$ cat src/rtl/cmpt_pkg.sv
// Shared encodings, field positions and default latencies for the compute issue path.
package cmpt_pkg;

  localparam int WORD_W = 21;
  localparam int NREG   = 16;

  typedef enum logic [1:0] {
    UNIT_ALU = 2'b00,
    UNIT_MUL = 2'b01,
    UNIT_SHF = 2'b10,
    UNIT_ILL = 2'b11
  } unit_e;

  // Field positions inside the 21-bit compute field (instruction bits 25:5)
  localparam int UNIT_HI = 20, UNIT_LO = 19;
  localparam int MSRC_HI = 18, MSRC_LO = 17;
  localparam int MRF_BIT = 16;
  localparam int CMP_BIT = 14;
  localparam int DST_HI  = 11, DST_LO  = 8;
  localparam int SRCA_HI = 7,  SRCA_LO = 4;
  localparam int SRCB_HI = 3,  SRCB_LO = 0;

  // One-hot unit strobes, ordered {SHF,MUL,ALU}
  localparam logic [2:0] OH_ALU = 3'b001;
  localparam logic [2:0] OH_MUL = 3'b010;
  localparam logic [2:0] OH_SHF = 3'b100;

  localparam int ALU_LAT_D = 1;
  localparam int MUL_LAT_D = 3;
  localparam int SHF_LAT_D = 2;
  localparam int MAX_LAT_D = 4;

  typedef struct packed {
    logic       vld;
    logic [2:0] unit;
    logic [3:0] addr;
  } wb_ent_t;

  typedef struct packed {
    logic       ill;
    logic [2:0] oh;
    logic       wr;
    logic       use_a;
    logic       use_b;
    logic [3:0] dst;
    logic [3:0] src_a;
    logic [3:0] src_b;
  } dec_t;

endpackage

$ cat src/rtl/cmpt_wb_slots.sv
// Write-port reservation shift register; ent[k] retires k+1 cycles from now,
// the retiring entry is held in a register that drives the write-back strobe.
module cmpt_wb_slots
  import cmpt_pkg::*;
#(
  parameter int MAX_LAT = MAX_LAT_D,
  parameter int LW      = $clog2(MAX_LAT + 1)
) (
  input  logic             clk,
  input  logic             rst,
  input  logic             clr,
  input  logic             rsv,
  input  logic [LW-1:0]    rsv_pos,
  input  wb_ent_t          rsv_ent,
  output logic [MAX_LAT:0] occ,
  output wb_ent_t          ret
);

  wb_ent_t [MAX_LAT:0] ent;

  always_ff @(posedge clk) begin
    if (rst || clr) begin
      ent <= '0;
      ret <= '0;
    end else begin
      ret <= ent[0];
      for (int k = 0; k < MAX_LAT; k++) ent[k] <= ent[k+1];
      ent[MAX_LAT] <= '0;
      if (rsv) ent[rsv_pos] <= rsv_ent;
    end
  end

  always_comb begin
    occ = '0;
    for (int k = 0; k <= MAX_LAT; k++) occ[k] = ent[k].vld;
  end

endmodule

$ cat src/rtl/cmpt_issue_sched.sv
// Compute issue scheduler: scoreboard hazard check, write-port slot reservation,
// one-cycle registered issue pulse to the compute decoder.
module cmpt_issue_sched
  import cmpt_pkg::*;
#(
  parameter int ALU_LAT = ALU_LAT_D,
  parameter int MUL_LAT = MUL_LAT_D,
  parameter int SHF_LAT = SHF_LAT_D,
  parameter int MAX_LAT = MAX_LAT_D
) (
  input  logic              clk,
  input  logic              rst,
  input  logic              in_vld,
  input  logic [WORD_W-1:0] in_word,
  output logic              in_rdy,
  input  logic              flush,
  output logic              cpt_en,
  output logic [WORD_W-1:0] iss_word,
  output logic [2:0]        iss_unit,
  output logic [2:0]        wb_en,
  output logic [3:0]        wb_addr,
  output logic              ill_err,
  output logic              busy
);

  localparam int LW = $clog2(MAX_LAT + 1);

  function automatic dec_t decode(input logic [WORD_W-1:0] w);
    dec_t d;
    d       = '0;
    d.dst   = w[DST_HI:DST_LO];
    d.src_a = w[SRCA_HI:SRCA_LO];
    d.src_b = w[SRCB_HI:SRCB_LO];
    case (unit_e'(w[UNIT_HI:UNIT_LO]))
      UNIT_ALU: begin
        d.oh = OH_ALU; d.wr = !w[CMP_BIT]; d.use_a = 1'b1; d.use_b = !w[MRF_BIT];
      end
      UNIT_MUL: begin
        d.oh = OH_MUL; d.wr = !w[MRF_BIT];
        d.use_a = |w[MSRC_HI:MSRC_LO]; d.use_b = |w[MSRC_HI:MSRC_LO];
      end
      UNIT_SHF: begin
        d.oh = OH_SHF; d.wr = 1'b1; d.use_a = 1'b1; d.use_b = !w[MRF_BIT];
      end
      default: d.ill = 1'b1;
    endcase
    return d;
  endfunction

  dec_t             d;
  logic [LW-1:0]    lat;
  logic [NREG-1:0]  sb, sb_set, sb_clr;
  logic [MAX_LAT:0] occ;
  wb_ent_t          ret, rsv_ent;
  logic             haz, hs, iss, rsv;

  always_comb begin
    d = decode(in_word);
    lat = '0;
    if (d.oh == OH_ALU) lat = LW'(ALU_LAT);
    if (d.oh == OH_MUL) lat = LW'(MUL_LAT);
    if (d.oh == OH_SHF) lat = LW'(SHF_LAT);
  end

  // Illegal words bypass the hazard check entirely; flush blocks everything.
  assign haz    = (d.use_a && sb[d.src_a]) || (d.use_b && sb[d.src_b]) ||
                  (d.wr && (sb[d.dst] || occ[lat]));
  assign in_rdy = !flush && (d.ill || !haz);
  assign hs     = in_vld && in_rdy;
  assign iss    = hs && !d.ill;
  assign rsv    = iss && d.wr;

  assign rsv_ent = '{vld: 1'b1, unit: d.oh, addr: d.dst};
  assign sb_set  = rsv ? (NREG'(1) << d.dst) : '0;
  assign sb_clr  = ret.vld ? (NREG'(1) << ret.addr) : '0;

  cmpt_wb_slots #(.MAX_LAT(MAX_LAT)) u_slots (
    .clk     (clk),
    .rst     (rst),
    .clr     (flush),
    .rsv     (rsv),
    .rsv_pos (lat - LW'(1)),
    .rsv_ent (rsv_ent),
    .occ     (occ),
    .ret     (ret)
  );

  always_ff @(posedge clk) begin
    if (rst) begin
      cpt_en   <= 1'b0;
      iss_word <= '0;
      iss_unit <= '0;
      ill_err  <= 1'b0;
      sb       <= '0;
    end else begin
      cpt_en  <= iss;
      ill_err <= hs && d.ill;
      if (iss) begin
        iss_word <= in_word;
        iss_unit <= d.oh;
      end
      // A retiring register is freed at the end of its write-back cycle, no bypass.
      sb <= flush ? '0 : ((sb & ~sb_clr) | sb_set);
    end
  end

  assign wb_en   = {3{ret.vld}} & ret.unit;
  assign wb_addr = ret.addr;
  assign busy    = (|sb) || (|occ);

endmodule
$ cat config.mk
export PLATFORM = sky130hd
export DESIGN_NAME = cmpt_issue_sched
export DESIGN_NICKNAME = d
export VERILOG_FILES = /design/src/rtl/cmpt_pkg.sv /design/src/rtl/cmpt_wb_slots.sv /design/src/rtl/cmpt_issue_sched.sv
export SDC_FILE = /design/constraint.sdc
export NUM_CORES = 1
export LEC_CHECK = 0
export BUFFER_PORTS_ARGS = -buffer_cell sky130_fd_sc_hd__buf_2
export CORE_MARGIN = 2
export CORE_UTILIZATION = 35
export DETAILED_ROUTE_END_ITERATION = 7
export GPL_TIMING_DRIVEN = 1
export REMOVE_ABC_BUFFERS = 1
export SKIP_CTS_REPAIR_TIMING = 1
export SLEW_MARGIN = 20
export SYNTH_ARGS = -nofsm -noshare
export SYNTH_HDL_FRONTEND = slang
export SYNTH_HIERARCHICAL = 1
export SYNTH_SLANG_ARGS = --single-unit
$ cat constraint.sdc
create_clock -name clk -period 5.71 [get_ports clk]
set_input_delay 0.2855 -clock clk [delete_from_list [all_inputs] [get_ports clk]]
set_output_delay 0.2855 -clock clk [all_outputs]
set_load 0.05 [all_outputs]
After elaboration in Yosys (flattened, before gate mapping)
Index checks and enable logic that the tools add are counted.
{"block": "totals", "ff_bits": 90, "word_cells": 87}
{"block": "classes", "addsub": 1, "n_lt_le_gt_ge": 6, "eq_ne": 5, "n_shift": 2, "mux": 19, "n_bitwise": 5, "n_reduce_logical": 26}
{"operator": "$bwmux 40", "n": 1}
{"operator": "$mux 16", "n": 2}
{"operator": "$mux 32", "n": 1}
{"operator": "$shl 1x4->16 const A", "n": 2}
{"operator": "$demux 8 s3", "n": 1}
{"operator": "$pmux 6 s3", "n": 1}
{"operator": "$and 16x16->16", "n": 1}
{"operator": "$not 16->16", "n": 1}
{"operator": "$or 16x16->16", "n": 1}
{"operator": "$reduce_or 16->1", "n": 1}
{"operator": "$lt 4x5->1 const B", "n": 3}
{"operator": "$bmux 1 s4", "n": 3}
{"operator": "$logic_and 1x1->1", "n": 9}
{"operator": "$lt 3x4->1 const B", "n": 2}
{"operator": "$mux 8", "n": 1}
{"operator": "$logic_or 1x1->1", "n": 6}
{"operator": "$mux 1", "n": 6}
{"operator": "$mux 3", "n": 2}
{"operator": "$reduce_or 2->1", "n": 3}
{"operator": "$reduce_or 5->1", "n": 1}
{"operator": "$logic_not 1->1", "n": 4}
{"operator": "$and 3x3->3", "n": 1}
{"operator": "$bmux 1 s3", "n": 1}
{"operator": "$eq 3x1->1 const B", "n": 1}
{"operator": "other kinds (9)", "n": 9}

Depth between registers and ports, before layout
{"block": "logic_depth", "word_depth": 19, "depth_mapped": 12}

Hierarchy
Netlist, hierarchy kept.
{"module": "cmpt_issue_sched", "instances": 1, "cells_per_inst": 269, "area_per_inst_um2": 2670.1, "seq_area_each_um2": 840.8}
{"module": "cmpt_wb_slots", "instances": 1, "cells_per_inst": 165, "area_per_inst_um2": 1938.1, "seq_area_each_um2": 960.9}

Worst setup path before layout
No wires, ideal clock.
{"block": "synth_timing", "path_type": "input to register", "start": "in in_word[19]", "end": "reg u_slots/ent[0] in the netlist's numbering", "t_arrival_ps": 3297, "required_time_ps": 5590, "slack_ps": 2293, "stages": 12, "n_path_buf": 2, "cell_sequence": "inv_1 ha_1 o21bai_4 mux4_2 a31oi_2 o221ai_2 nor4_4 buf_6 nor2b_1 or4b_1 buf_2 mux2i_1"}
{"element": "start, declared", "line": "cmpt_issue_sched.sv:14", "rtl": "input logic [WORD_W-1:0] in_word,"}
{"element": "end signal, assigned by index", "line": "cmpt_wb_slots.sv:29", "rtl": "if (rsv) ent[rsv_pos] <= rsv_ent;"}
{"element": "end, declared", "line": "cmpt_wb_slots.sv:19", "rtl": "wb_ent_t [MAX_LAT:0] ent;"}

==> impl_results.md <==
* Comb power frac at a little over a tenth
* Clock Pin Slew Worst Setup and Hold Paths at around 0.06 ns
* Post-route setup slack at 2.26 ns
* Period Utilization, post-route at about three fifths
* Max cap viols at 0
* Post-Synth XOR/XNOR Area at less than 1%
* Routed length per instance at approximately 16 um
* Most frequent cell after synthesis: dfxtp_1
* Clock network power share at 45.4%
* Switching Share at 23.6%
* Power Internal at roughly 1100 uW
* Largest family of logic cells by synthesized area: simple AND/OR/NAND/NOR gates
* Layout Cell Area excl Fill at around 0.0053 mm^2
* Netlist cell types at 50
* Status: finished clean
* YS warnings at 6
* Post-DRT Antenna Nets at 0
* Final HPWL DP at ~7400 um
* Vias in the first global route at 3372
* Worst-case reg-to-reg path depth at 8
* CTS tree: done
* Crit path cell chain: buf_2 -> inv_1 -> ha_1 -> o21bai_4 -> mux4_2 -> a31oi_2 -> o221ai_2 -> nor4_4 -> nor2b_1 -> nor4bb_1 -> mux2i_1
* Reg2Reg Setup Slack at between 2 and 3 ns
* 1st-iter DRT viols at roughly 230
* Adder-cell area share of the yosys netlist at under 10%
* Pre-CTS setup slack at 1.79 ns
* Overflow after GRT at 0
* Detailed Routing Iterations Pass 1 at 5
* Max IR drop VDD at around 120 uV
* Worst Setup SP: in_word[19]
* Initial antenna violation count at 0
* Largest net degree at the start of global routing at approximately 100
* Max_slew headroom at around 37%
* Antenna Diode Count at 0
* Area grow syn2layout at 15.1%
* Sink Count at 90
* Post-synth top area cell: dfxtp_1
* Power Total at roughly 1500 uW
* Clock Skews at approximately 0.0050 ns
* Tmin final at about 3.5 ns
* Slew @ Worst Pin at approximately 0.94 ns
* Total CTS buffers at 9
* Lkg Pwr at between 0.002 and 0.0025 uW
* Synthesized flop and latch total at 90
* WP data required at 5.97 ns
* H-tree levels at 3
* Main flop type after synthesis: dfxtp_1
* Crit-path max cell delay at ~0.80 ns
* Die width at between 100 and 150 um
* Ports at 60
* Core Region at approximately 0.013 mm^2
* Power share of the sequential group at a little over two fifths
* CP Launch Type: input pin
* Max-slew violation count at 0
* Power Dens Cells at approximately 280 mW/mm^2
* Share of post-route cells with drive strength above 1 at 28.2%
* Top cells by area, synth: dfxtp_1 (39%), mux2i_1 (14%), or3b_2 (7.8%)
* Simple-gate area share of the yosys netlist at about 26%
* Crit path max fanout at 9
* Async SR Flop Fraction at 0%
* Via count at 3377
* Drt total wl at roughly 11000 um
* Final Hold Viols at 0
* Clock tree buffer depth at 2
* Crit. End Element: flip-flop
* Worst r2r dst: u_slots/ent[18]
* Buffers on Ports at between 50 and 60
* RSZ-0062 raised after global routing: false
* Via density at 5.20
* Seq/Total Area, Yosys at about two fifths
* Post-synthesis cell area at 0.00461 mm^2
* Mux cell area share after synthesis at a little under a fifth
* First-pass GRT wire length at 17600 um
* Synth cell count leaders: dfxtp_1 (90), mux2i_1 (64), nand2b_1 (53)
* Final nets at 506
* Final setup fails at 0
* Sw Pwr at about 340 uW
* Worst min path class: in2reg
* Setup TNS Final at 0 ns
* DRC at 0
* RePlAce Congestion at just over 0.8
* CP arrival at roughly 3.7 ns
* Clk root buf: clkbuf_16
* Dpl cell area at between 0.004 and 0.005 mm^2
* Critical path class: in2reg
* Post-synthesis compound-gate area fraction at a little under a tenth
* Slowest-stage cell, CP: nor4bb_1
* Die Y at around 120 um
* Synth top area share at 39.1%
* EDFF count, synth at 0
* Die area at between 0.01 and 0.015 mm^2
* Rows at 41
* Reg2Reg Launch Point: sb[10]
* CP endpoint: u_slots/ent[18]
* Initial core utilization at 36.2%
* F_max at just under 300 MHz
* Gate Count Post-Synth at about 430
* Clock Latency Late Sink at approximately 0.33 ns
* Tot GR Track Use at around 16%
* Synth Area per Inst at about 11 um^2
-- metrics by stage --
step	std cells	utilization [%]	hold slack [ns]
5_1_grt	650	41.7	0.209
3_3_place_gp	634	39.0	0.413
4_1_cts	650	41.6	0.205
3_5_place_dp	634	39.0	0.410
2_1_floorplan	400	-	0.357
6_report	650	41.7	0.213
-- worst min path at each step --
stage          slack (ns)            from        endpoint  depth (start not counted)
6_report             0.21     in_word[13]    iss_word[13]                          3
2_1_floorplan        0.36             rst          cpt_en                          1
5_1_grt              0.21     in_word[12]    iss_word[12]                          3
3_5_place_dp         0.41  u_slots/ent[3]  u_slots/ret[3]                          1
3_3_place_gp         0.41  u_slots/ent[3]  u_slots/ret[3]                          1
4_1_cts              0.21     in_word[13]    iss_word[13]                          3
-- power groups by stage --
| stage | registers [uW] | logic (uW) | clock network (uW) |
|---|---|---|---|
| 6_report | 641 | 155 | 663 |
| 5_1_grt | 641 | 168 | 704 |
| 4_1_cts | 641 | 155 | 680 |
| 3_5_place_dp | 655 | 154 | 0 |
| 3_3_place_gp | 654 | 152 | 0 |
| 2_1_floorplan | 683 | 69.6 | 0 |
-- area by class of cell --
| cell class | instances | area (um^2) |
|---|---|---|
| Clock inverter | 5 | 103 |
| Sequential cell | 90 | 1800 |
| Inverter | 6 | 22.5 |
| Timing Repair Buffer | 62 | 318 |
| Clock buffer | 11 | 233 |
| Multi-Input combinational cell | 304 | 2610 |
| Tap cell | 172 | 215 |
| Fill cell | 1314 | 7420 |
-- layout by cell type, fill, tap and decap left out, drive strengths merged, types with 9 or more instances in the layout --
cell	synthesis	layout
mux4	10	10
buf	16	62
a21o	10	10
clkbuf	19	11
nand2	10	10
nand2b	53	53
nor4b	9	9
or3b	42	42
nor3	11	11
and2	11	11
o211a	12	12
dfxtp	90	90
mux2i	64	64
-- worst max-delay path, delay by kind of cell --
kind / cells / cell delay [ns]
fa+ha+maj: 1 / 0.27
simple gates: 3 / 1.47
mux: 2 / 0.82
buf+inv: 2 / 0.24
compound gates: 3 / 0.62
-- metal layers --
layer	vias to the layer above	track usage [%]	wire (um)
li1	1651	-	-
met1	1602	21.0	4960
met2	109	24.4	5010
met3	15	2.22	457
met4	0	7.37	216
met5	-	0	0
-- sequential cells by signal, summed over array words and instances, names as in the netlist --
signal,count
iss_unit,3
ill_err,1
u_slots/occ,5
sb,16
u_slots/ent,35
cpt_en,1
iss_word,21
u_slots/ret,8
-- logic make-up after synthesis --
group | after synthesis
multiplexers | 74
AO/OA/AOI/OAI | 47
adder cells (fa/ha/maj) | 8
buffers and inverters | 41
other | 1
XOR/XNOR | 1
AND/OR/NAND/NOR | 172
flip-flops | 90
Note: power is estimated with default switching activity, not from simulation.
